--- config.mk ---
export PLATFORM = sky130hd
export DESIGN_NAME = hdlc_tx_ctrl
export DESIGN_NICKNAME = d
export VERILOG_FILES = /design/src/rtl/hdlc_pkg.sv /design/src/rtl/hdlc_tx_bitstuffer.sv /design/src/rtl/hdlc_tx_ctrl.sv
export SDC_FILE = /design/constraint.sdc
export NUM_CORES = 1
export LEC_CHECK = 0
export ABC_AREA = 0
export CORE_ASPECT_RATIO = 1.1
export CORE_MARGIN = 3
export CORE_UTILIZATION = 45
export CTS_BUF_LIST = sky130_fd_sc_hd__clkbuf_8
export DETAILED_ROUTE_END_ITERATION = 8
export GPL_TIMING_DRIVEN = 0
export PLACE_DENSITY = 0.8
export REMOVE_ABC_BUFFERS = 1
export SYNTH_ARGS = -nofsm -noshare
export SYNTH_HDL_FRONTEND = slang
export SYNTH_SLANG_ARGS = --single-unit
--- constraint.sdc ---
create_clock -name Clk -period 2.22 [get_ports Clk]
set_clock_uncertainty 0.1 [all_clocks]
set_input_delay 0.444 -clock Clk [delete_from_list [all_inputs] [get_ports Clk]]
set_output_delay 0.444 -clock Clk [all_outputs]
set_load 0.02 [all_outputs]
--- src/rtl/hdlc_pkg.sv ---
// Shared types and constants for the HDLC transmit path.
// Flag, abort pattern and frame-size limit live here so every block agrees on them.
package hdlc_pkg;

  typedef enum logic [2:0] {
    IDLE,
    START_FLAG,
    DATA,
    END_FLAG,
    ABORT
  } tx_state_e;

  localparam logic [7:0]  FLAG      = 8'h7E;
  localparam logic [7:0]  ABORT_PAT = 8'hFE;
  localparam int unsigned MAX_FRAME = 128;
  localparam int unsigned STUFF_RUN = 5;

  // A start request is honoured only for payload sizes 1..MAX_FRAME.
  function automatic logic size_ok(input logic [7:0] size);
    return (size != 8'd0) && (size <= 8'(MAX_FRAME));
  endfunction

endpackage

--- src/rtl/hdlc_tx_bitstuffer.sv ---
// Zero-insertion tracker: counts consecutive payload ones already placed on the line.
// stall_o tells the sequencer that the next line bit must be an inserted 0.
module hdlc_tx_bitstuffer
  import hdlc_pkg::*;
(
  input  logic clk_i,
  input  logic rst_i,
  input  logic shift_i,
  input  logic bit_i,
  output logic stall_o
);

  logic [2:0] ones_q, ones_d;

  assign stall_o = (ones_q == 3'(STUFF_RUN));

  // Any cycle that is not loading a payload bit (flags, abort, idle) clears the run,
  // as does the inserted 0 itself.
  always_comb begin
    ones_d = '0;
    if (shift_i && !stall_o && bit_i) begin
      ones_d = ones_q + 3'd1;
    end
  end

  // NOTE: registers are updated with non-blocking assignments only, so every flop
  // samples the pre-edge values of its peers.
  always_ff @(posedge clk_i) begin
    if (rst_i) begin
      ones_q <= '0;
    end else begin
      ones_q <= ones_d;
    end
  end

endmodule

--- src/rtl/hdlc_tx_ctrl.sv ---
// HDLC transmit sequencer: start flag, LSB-first payload with zero insertion, end flag,
// and an abort pattern on request. The state registers describe the bit currently on Tx.
module hdlc_tx_ctrl
  import hdlc_pkg::*;
(
  input  logic       Clk,
  input  logic       Rst,
  input  logic       Tx_Enable,
  input  logic [7:0] Tx_FrameSize,
  input  logic       Tx_AbortFrame,
  input  logic [7:0] Tx_Data,
  output logic       Tx_RdBuff,
  output logic       Tx,
  output logic       Tx_Busy,
  output logic       Tx_Done,
  output logic       Tx_AbortedTrans
);

  tx_state_e  state_q, state_d;
  logic [2:0] bit_q, bit_d;
  logic [7:0] byte_q, byte_d;
  logic [7:0] size_q, size_d;
  logic [7:0] data_q, data_d;
  logic       stuff_q, stuff_d;
  logic       tx_q, tx_d;
  logic       done_q, done_d;
  logic       aborted_q, aborted_d;

  logic       shift, shift_bit, stall, last_byte;
  logic [2:0] next_bit;

  assign next_bit  = bit_q + 3'd1;
  assign last_byte = (byte_q == size_q - 8'd1);

  hdlc_tx_bitstuffer u_stuffer (
    .clk_i   (Clk),
    .rst_i   (Rst),
    .shift_i (shift),
    .bit_i   (shift_bit),
    .stall_o (stall)
  );

  // NOTE: every variable written here gets a default first, so no path can leave one
  // unassigned and infer a latch.
  always_comb begin
    state_d   = state_q;
    bit_d     = bit_q;
    byte_d    = byte_q;
    size_d    = size_q;
    data_d    = data_q;
    stuff_d   = 1'b0;
    tx_d      = 1'b1;
    done_d    = 1'b0;
    aborted_d = 1'b0;
    shift     = 1'b0;
    shift_bit = 1'b0;

    unique case (state_q)
      IDLE: begin
        if (Tx_Enable && size_ok(Tx_FrameSize)) begin
          state_d = START_FLAG;
          bit_d   = 3'd0;
          byte_d  = 8'd0;
          size_d  = Tx_FrameSize;
          tx_d    = FLAG[0];
        end
      end
      START_FLAG: begin
        if (Tx_AbortFrame) begin
          state_d = ABORT;
          bit_d   = 3'd0;
          tx_d    = ABORT_PAT[0];
        end else if (bit_q == 3'd7) begin
          state_d   = DATA;
          bit_d     = 3'd0;
          data_d    = Tx_Data;
          tx_d      = Tx_Data[0];
          shift     = 1'b1;
          shift_bit = Tx_Data[0];
        end else begin
          bit_d = next_bit;
          tx_d  = FLAG[next_bit];
        end
      end
      DATA: begin
        if (Tx_AbortFrame) begin
          state_d = ABORT;
          bit_d   = 3'd0;
          tx_d    = ABORT_PAT[0];
        end else if (stall) begin
          // Inserted 0: bit index is held so the next payload bit resumes in place.
          stuff_d = 1'b1;
          tx_d    = 1'b0;
          shift   = 1'b1;
        end else if (bit_q == 3'd7) begin
          if (last_byte) begin
            state_d = END_FLAG;
            bit_d   = 3'd0;
            tx_d    = FLAG[0];
          end else begin
            byte_d    = byte_q + 8'd1;
            bit_d     = 3'd0;
            data_d    = Tx_Data;
            tx_d      = Tx_Data[0];
            shift     = 1'b1;
            shift_bit = Tx_Data[0];
          end
        end else begin
          bit_d     = next_bit;
          tx_d      = data_q[next_bit];
          shift     = 1'b1;
          shift_bit = data_q[next_bit];
        end
      end
      END_FLAG: begin
        if (bit_q == 3'd7) begin
          state_d = IDLE;
          done_d  = 1'b1;
        end else begin
          bit_d = next_bit;
          tx_d  = FLAG[next_bit];
        end
      end
      ABORT: begin
        if (bit_q == 3'd7) begin
          state_d   = IDLE;
          aborted_d = 1'b1;
        end else begin
          bit_d = next_bit;
          tx_d  = ABORT_PAT[next_bit];
        end
      end
      default: state_d = IDLE;
    endcase
  end

  always_ff @(posedge Clk) begin
    if (Rst) begin
      state_q   <= IDLE;
      bit_q     <= 3'd0;
      byte_q    <= 8'd0;
      size_q    <= 8'd0;
      data_q    <= 8'd0;
      stuff_q   <= 1'b0;
      tx_q      <= 1'b1;
      done_q    <= 1'b0;
      aborted_q <= 1'b0;
    end else begin
      state_q   <= state_d;
      bit_q     <= bit_d;
      byte_q    <= byte_d;
      size_q    <= size_d;
      data_q    <= data_d;
      stuff_q   <= stuff_d;
      tx_q      <= tx_d;
      done_q    <= done_d;
      aborted_q <= aborted_d;
    end
  end

  // First byte is fetched at the first flag bit; each later byte while the real
  // (not inserted) bit 6 of the current byte is on the line.
  assign Tx_RdBuff = ((state_q == START_FLAG) && (bit_q == 3'd0)) ||
                     ((state_q == DATA) && (bit_q == 3'd6) && !stuff_q && !last_byte);

  assign Tx              = tx_q;
  assign Tx_Busy         = (state_q != IDLE);
  assign Tx_Done         = done_q;
  assign Tx_AbortedTrans = aborted_q;

endmodule

==> results of run 1 <==
-- report_power, final --
group | total [W] | leakage (nW) | switching, W | internal (W)
Sequential | 0.000744 | 0.306 | 0.0000553 | 0.000689
Clock | 0.000648 | 0.0574 | 0.000282 | 0.000366
Combinational | 0.000483 | 0.971 | 0.000246 | 0.000236
Total | 0.00187 | 1.33 | 0.000583 | 0.00129
-- final cells by class --
cell class	instances	area, sq um	area share (%)
clock buffers	6	82.6	2.58
clock inverters	2	37.5	1.17
inverters	10	37.5	1.17
multi-input cells	221	1760	55.0
flip-flops and latches	37	767	23.9
well taps	56	70.1	2.19
repair buffers	50	447	13.9
-- worst min-delay path by stage --
stage,end,from,cells past startpoint,slack [ns]
CTS,data_q[7]$_SDFFE_PP0P_,data_q[7]$_SDFFE_PP0P_,2,0.38
global route,size_q[2]$_SDFFE_PP0P_,Tx_FrameSize[2],3,0.39
global placement,u_stuffer.ones_q[0]$_SDFF_PP0_,u_stuffer.ones_q[0]$_SDFF_PP0_,1,0.36
floorplan,u_stuffer.ones_q[0]$_SDFF_PP0_,u_stuffer.ones_q[0]$_SDFF_PP0_,1,0.34
detailed placement,data_q[7]$_SDFFE_PP0P_,data_q[7]$_SDFFE_PP0P_,2,0.37
finish,size_q[2]$_SDFFE_PP0P_,Tx_FrameSize[2],3,0.34
-- per-layer routing --
metal	wire length, um	GRT usage, %	share of wire, %	vias up
met2	3210	36.1	51	94
met1	2610	24.2	42	1104
met5	0	0	0	-
met3	332	3.92	5.3	13
li1	-	-	-	1092
met4	110	8.01	1.8	0
-- worst register-to-register path, stage by stage, from the launching register on --
cell       delay [ns]
dfxtp_4          0.36
inv_2            0.04
ha_4             0.25
xor2_1           0.15
o211ai_1         0.14
nor3b_4          0.25
buf_4            0.17
a2bb2oi_4        0.18
o211ai_1         0.22
nand4_1          0.18
mux2_4           0.30
-- layout by cell type (no fill, tap or decap), types with 4 or more instances in the layout --
cell type | netlist | final
nand3_1 | 5 | 5
mux2i_1 | 20 | 19
clkdlybuf4s50_1 | 0 | 15
dfxtp_2 | 0 | 6
nor3_1 | 7 | 4
and3_1 | 6 | 4
o21ai_1 | 3 | 4
xor2_1 | 5 | 4
inv_1 | 10 | 9
clkbuf_8 | 0 | 6
dfxtp_4 | 0 | 5
nand4_1 | 5 | 5
ha_1 | 9 | 5
nand2_2 | 0 | 4
buf_4 | 0 | 25
a21oi_1 | 18 | 15
nor2_1 | 28 | 27
o21ai_0 | 7 | 5
nor4_1 | 8 | 5
nand2_1 | 20 | 16
dfxtp_1 | 37 | 26
nand2b_1 | 21 | 21
dlygate4sd2_1 | 0 | 4
nor2b_1 | 7 | 6
-- sequential cells by signal, summed over array words and instances (netlist names) --
register and flops:
Tx_AbortedTrans 1, state_q 3, stuff_q 1, Tx_Done 1
Tx 1, data_q 8, u_stuffer.ones_q 3, bit_q 3
size_q 8, byte_q 8
-- stage by stage --
step           instance area, sq um  total power [W]  TNS, ns  std cells  hold slack (ns)
3_3_place_gp                   2600          0.00109   -20.95        348            0.358
5_1_grt                        3200          0.00195    -4.07        382            0.394
2_1_floorplan                  2290         0.000970    -1.40        268            0.340
4_1_cts                        3030          0.00181   -0.764        374            0.383
6_report                       3200          0.00187    -2.40        382            0.342
3_5_place_dp                   2600          0.00110   -21.89        348            0.370
-- logic make-up (layout without fill, tap and decap cells) --
logic type	Yosys count	in the layout	share of synthesized area (%)
AOI/OAI and AO/OA	54	54	15.7
xor gates and xnor gates	9	9	3.37
adders and majority gates	10	10	5.25
buffers and inverters	22	68	3.75
DFF	37	37	31.7
muxes	24	24	11.5
and+or+nand+nor	124	124	28.7
-- timing repair --
| item | CTS | global route |
|---|---|---|
| hold buffers | 0 | 0 |
| resized for setup | 52 | 29 |
| endpoints found under the setup margin | 34 | 26 |
| pin swaps | 23 | 13 |
| setup buffers | 18 | 8 |
==> run_results.csv, run 1 <==
group,metric,value,unit
setup_path,worstSetupPathDepth,9,
cts,h-tree-depth,2,
synthesis,synth.distinct_cells,53,
sta,period_share,111,%
drt,first_iter_violations,241,
setup_path,cp_top_family,"simple AND/OR/NAND/NOR gates",
setup_path,crit_path_start_kind,"flop",
global_route,grt_pass1_vias,2129,
synthesis,synthCells,280,
setup_path,critPathMaxStageDelay,0.36,ns
cts,cts_tree,"done",
setup_path,reg2regPathDepth,10,
setup_path,crit_chain,"inv_2, ha_4, xor2_2, and3_4, a41oi_2, nand2_1, and3_4, o21ai_2, buf_6",
finish,drive_gt1_share,28.5,%
synthesis,yosys-top-cells-count,"37 x dfxtp_1, 28 x nor2_1, 21 x nand2b_1, 20 x mux2i_1, 20 x nand2_1",
synthesis,avgSynthCellArea,8.34,sq um
synthesis,synthTopCellsByArea,"dfxtp_1 32%, mux2i_1 8.6%, nand2b_1 5.6%, ha_1 4.8%, nor2_1 4.5%",
cts,cts_buffers,5,
sta,relSlewSlack,10.6,%
power,p_leak,1.33,nW
floorplanning,initial_core_util,48.5,%
finish,fin_util,66.5,%
floorplanning,fp.coreArea,4810,sq um
placement,gp_congestion,0.833,
setup_path,end_kind,"output port",
min_path,hold_class,"input port to flop",
synthesis,post-synth-top-count-cell,"dfxtp_1",
drt,ant_nets,0,
sta,slew_violations,0,
setup_path,worst-r2r-setup-slack,-0.24,ns
synthesis,ys_seq_area_share,31.7,%
status,violations,"setup timing",
sta,timing.final.crit_period,2.47,ns
finish,fillers,362,
synthesis,yosys_warnings,0,
cts,clock_path_buffers,2,
sta,grt_setup_unrepaired,"yes",
floorplanning,dieArea,6090,sq um
setup_path,crit_top_cell,"and3_4",
setup_path,critPathBufInv,2,
floorplanning,die_w,74.7,um
sta,hold_violations,0,
drt,dr.pass1.iters,5,
global_route,grt_pass1_wl,9810,um
setup_path,critPathMaxFanout,5,
run,max_cap_viol_count,0,
power,p_per_area,585,nW/um^2
setup_path,crit_required,1.68,ns
drt,wirelength,6260,um
synthesis,synth_ff_type,"dfxtp_1",
placement,dp_hpwl,3570,um
finish,diodes,0,
global_route,grt_max_degree,42,
synthesis,ys_ff_latch,37,
setup_path,path_class,"flop to output port",
synthesis,syn-cell-area,2340,sq um
placement,io_buffers,24,
finish,nets,354,
synthesis,async_flop_share,0,%
setup_path,crit_slowest_cell,"dfxtp_4",
cts,cts_sinks,37,
setup_path,cp-endpoint,"Tx_RdBuff",
global_route,grt_overflow,0,
setup_path,r2r_start,"size_q[0]$_SDFFE_PP0P_",
synthesis,yosysTopAreaCell,"dfxtp_1",
floorplanning,rows,26,
sta,worstMarginPinSlew,1.34,ns
finish,syn_to_final_growth,37.1,%
sta,fmax,404,MHz
floorplanning,io_pins,25,
synthesis,synth.top_cell.area_share,31.7,%
setup_path,critPathArrivalTime,1.93,ns
drt,vias,2303,
global_route,antenna_found_initial,0,
cts,clk_latency,0.30,ns
drt,viasPerCell,6.03,
drt,routedWlPerCell,16.4,um
global_route,grt_usage,20.5,%
sta,setup_viol,17,
setup_path,r2r-end,"byte_q[6]$_SDFFE_PP0P_",
placement,place_worst_setup_slack,-1.25,ns
floorplanning,die_h,81.6,um
cts,root_buffer,"clkbuf_8",
power,vdd_drop_max,0.301,mV
status,status,"complete, but fails checks",
cts,clk_pin_slew_worst_paths,0.09,ns
sta,fin_ws,-0.255,ns
drt,drc,0,
synthesis,synth-edff-count,0,
setup_path,crit_start,"size_q[0]$_SDFFE_PP0P_",
(Power assumes the default switching activity.)
==> run 2: changes to the inputs <==
CAP_MARGIN = 40   (was default)
==> run_results.csv, run 2 (same netlist as run 1, synthesis figures left out) <==
group,metric,value,unit
setup_path,end_kind,"output port",
cts,h-tree-depth,2,
floorplanning,die_w,74.7,um
finish,mostFrequentLayoutCell,"dfxtp_1",
drt,ant_nets,0,
setup_path,critPathArrivalTime,2.03,ns
setup_path,path_class,"flop to output port",
cts,holdBufCountCts,0,
sta,fin_ws,-0.358,ns
setup_path,crit_start,"size_q[0]$_SDFFE_PP0P_",
sta,setup_viol,23,
finish,drive_gt1_share,23.3,%
finish,diodes,0,
finish,fillers,372,
floorplanning,dieArea,6090,sq um
setup_path,r2r_start,"size_q[0]$_SDFFE_PP0P_",
drt,wirelength,6230,um
floorplanning,rows,26,
setup_path,reg2regPathDepth,10,
cts,clock_path_buffers,2,
sta,grt_setup_unrepaired,"yes",
setup_path,crit_required,1.68,ns
sta,period_share,116,%
power,vdd_drop_max,0.300,mV
setup_path,cp-endpoint,"Tx_RdBuff",
placement,gp_congestion,0.833,
power,p_per_area,593,nW/um^2
finish,layout_common_cells,"28 x dfxtp_1, 27 x nor2_1, 21 x nand2b_1, 19 x nand2_1, 19 x mux2i_1",
global_route,antenna_found_initial,0,
sta,relSlewSlack,54.9,%
sta,worstMarginPinSlew,0.675,ns
setup_path,r2r-end,"byte_q[6]$_SDFFE_PP0P_",
global_route,grt_pass1_vias,2154,
sta,fmax,388,MHz
status,status,"complete, but fails checks",
drt,first_iter_violations,203,
global_route,grt_max_degree,28,
cts,cts_buffers,5,
global_route,grt_pass1_wl,9520,um
placement,dpl_cell_area,2610,sq um
floorplanning,io_pins,25,
cts,cts_sinks,37,
sta,timing.final.crit_period,2.58,ns
cts,clk_latency,0.30,ns
run,max_cap_viol_count,0,
finish,reg.largest.list,"byte_q (8), data_q (8), size_q (8)",
floorplanning,initial_core_util,48.5,%
sta,slew_violations,0,
placement,dpl.cell_count,349,
floorplanning,fp.coreArea,4810,sq um
sta,hold_violations,0,
finish,syn_to_final_growth,32.7,%
min_path,hold_class,"input port to flop",
global_route,grt_overflow,0,
cts,clk_pin_slew_worst_paths,0.08,ns
setup_path,critPathMaxFanout,2,
drt,drc,0,
cts,root_buffer,"clkbuf_8",
drt,routedWlPerCell,16.7,um
drt,vias,2307,
global_route,grt_usage,20.0,%
finish,final_area,3100,sq um
drt,dr.pass1.iters,5,
finish,layout.cells.non_filler,373,
setup_path,crit_path_start_kind,"flop",
placement,io_buffers,24,
placement,dp_hpwl,3670,um
finish,nets,345,
power,p_leak,1.30,nW
setup_path,worst-r2r-setup-slack,-0.36,ns
floorplanning,die_h,81.6,um
status,violations,"setup timing",
cts,cts_tree,"done",
drt,viasPerCell,6.18,
-- run 2: worst min path at each step --
stage	startpoint	to	depth (start not counted)	slack, ns
floorplan	u_stuffer.ones_q[0]$_SDFF_PP0_	u_stuffer.ones_q[0]$_SDFF_PP0_	1	0.34
global placement	u_stuffer.ones_q[0]$_SDFF_PP0_	u_stuffer.ones_q[0]$_SDFF_PP0_	1	0.36
detailed placement	data_q[0]$_SDFFE_PP0P_	data_q[0]$_SDFFE_PP0P_	2	0.37
CTS	data_q[7]$_SDFFE_PP0P_	data_q[7]$_SDFFE_PP0P_	2	0.38
global route	Tx_FrameSize[0]	size_q[0]$_SDFFE_PP0P_	3	0.38
finish	Tx_FrameSize[0]	size_q[0]$_SDFFE_PP0P_	3	0.35
-- run 2: repair_timing --
| item | CTS | global route |
|---|---|---|
| pin swaps | 19 | 5 |
| gates resized for setup | 49 | 19 |
| buffers inserted | 14 | 2 |
| cloned | 0 | 0 |
| setup endpoints to repair | 33 | 30 |
-- run 2: power breakdown --
group | total [W] | internal [W] | switching, W
sequential | 0.000742 | 0.000688 | 0.0000538
clock | 0.000626 | 0.000362 | 0.000264
combinational | 0.000469 | 0.000227 | 0.000241
total | 0.00184 | 0.00128 | 0.000559
-- run 2: metrics by stage --
stage	hold WS, ns	util (%)	power, W	setup slack (ns)	TNS (ns)
detailed placement	0.367	54.2	0.00110	-1.23	-21.27
CTS	0.381	62.4	0.00180	-0.218	-0.839
global placement	0.358	53.9	0.00109	-1.21	-20.95
finish	0.352	64.4	0.00184	-0.358	-4.14
floorplan	0.340	-	0.000970	-0.311	-1.40
global route	0.383	64.4	0.00191	-0.467	-6.20
-- run 2: layout make-up --
| type | count | area, sq um | area share [%] |
|---|---|---|---|
| Sequential cell | 37 | 762 | 24.6 |
| Inverter | 10 | 40.0 | 1.29 |
| Clock buffer | 6 | 82.6 | 2.66 |
| Clock inverter | 2 | 33.8 | 1.09 |
| Tap cell | 56 | 70.1 | 2.26 |
| Timing Repair Buffer | 41 | 393 | 12.7 |
| Multi-Input combinational cell | 221 | 1720 | 55.4 |
-- run 2: worst max-delay path, stage by stage, from the launching register on --
cell and delay [ns]:
dfxtp_4 0.37, inv_4 0.03, ha_4 0.25, xor2_1 0.16, o211ai_1 0.13, nor3b_2 0.32, and3_4 0.26, o21ai_1 0.06
buf_4 0.15
-- run 2: routing by layer --
metal	up-vias	routed length [um]	GRT usage (%)
met1	1090	2460	22.5
met3	24	361	3.55
met5	-	0	0
met4	0	198	10.9
met2	113	3220	35.2
li1	1080	-	-
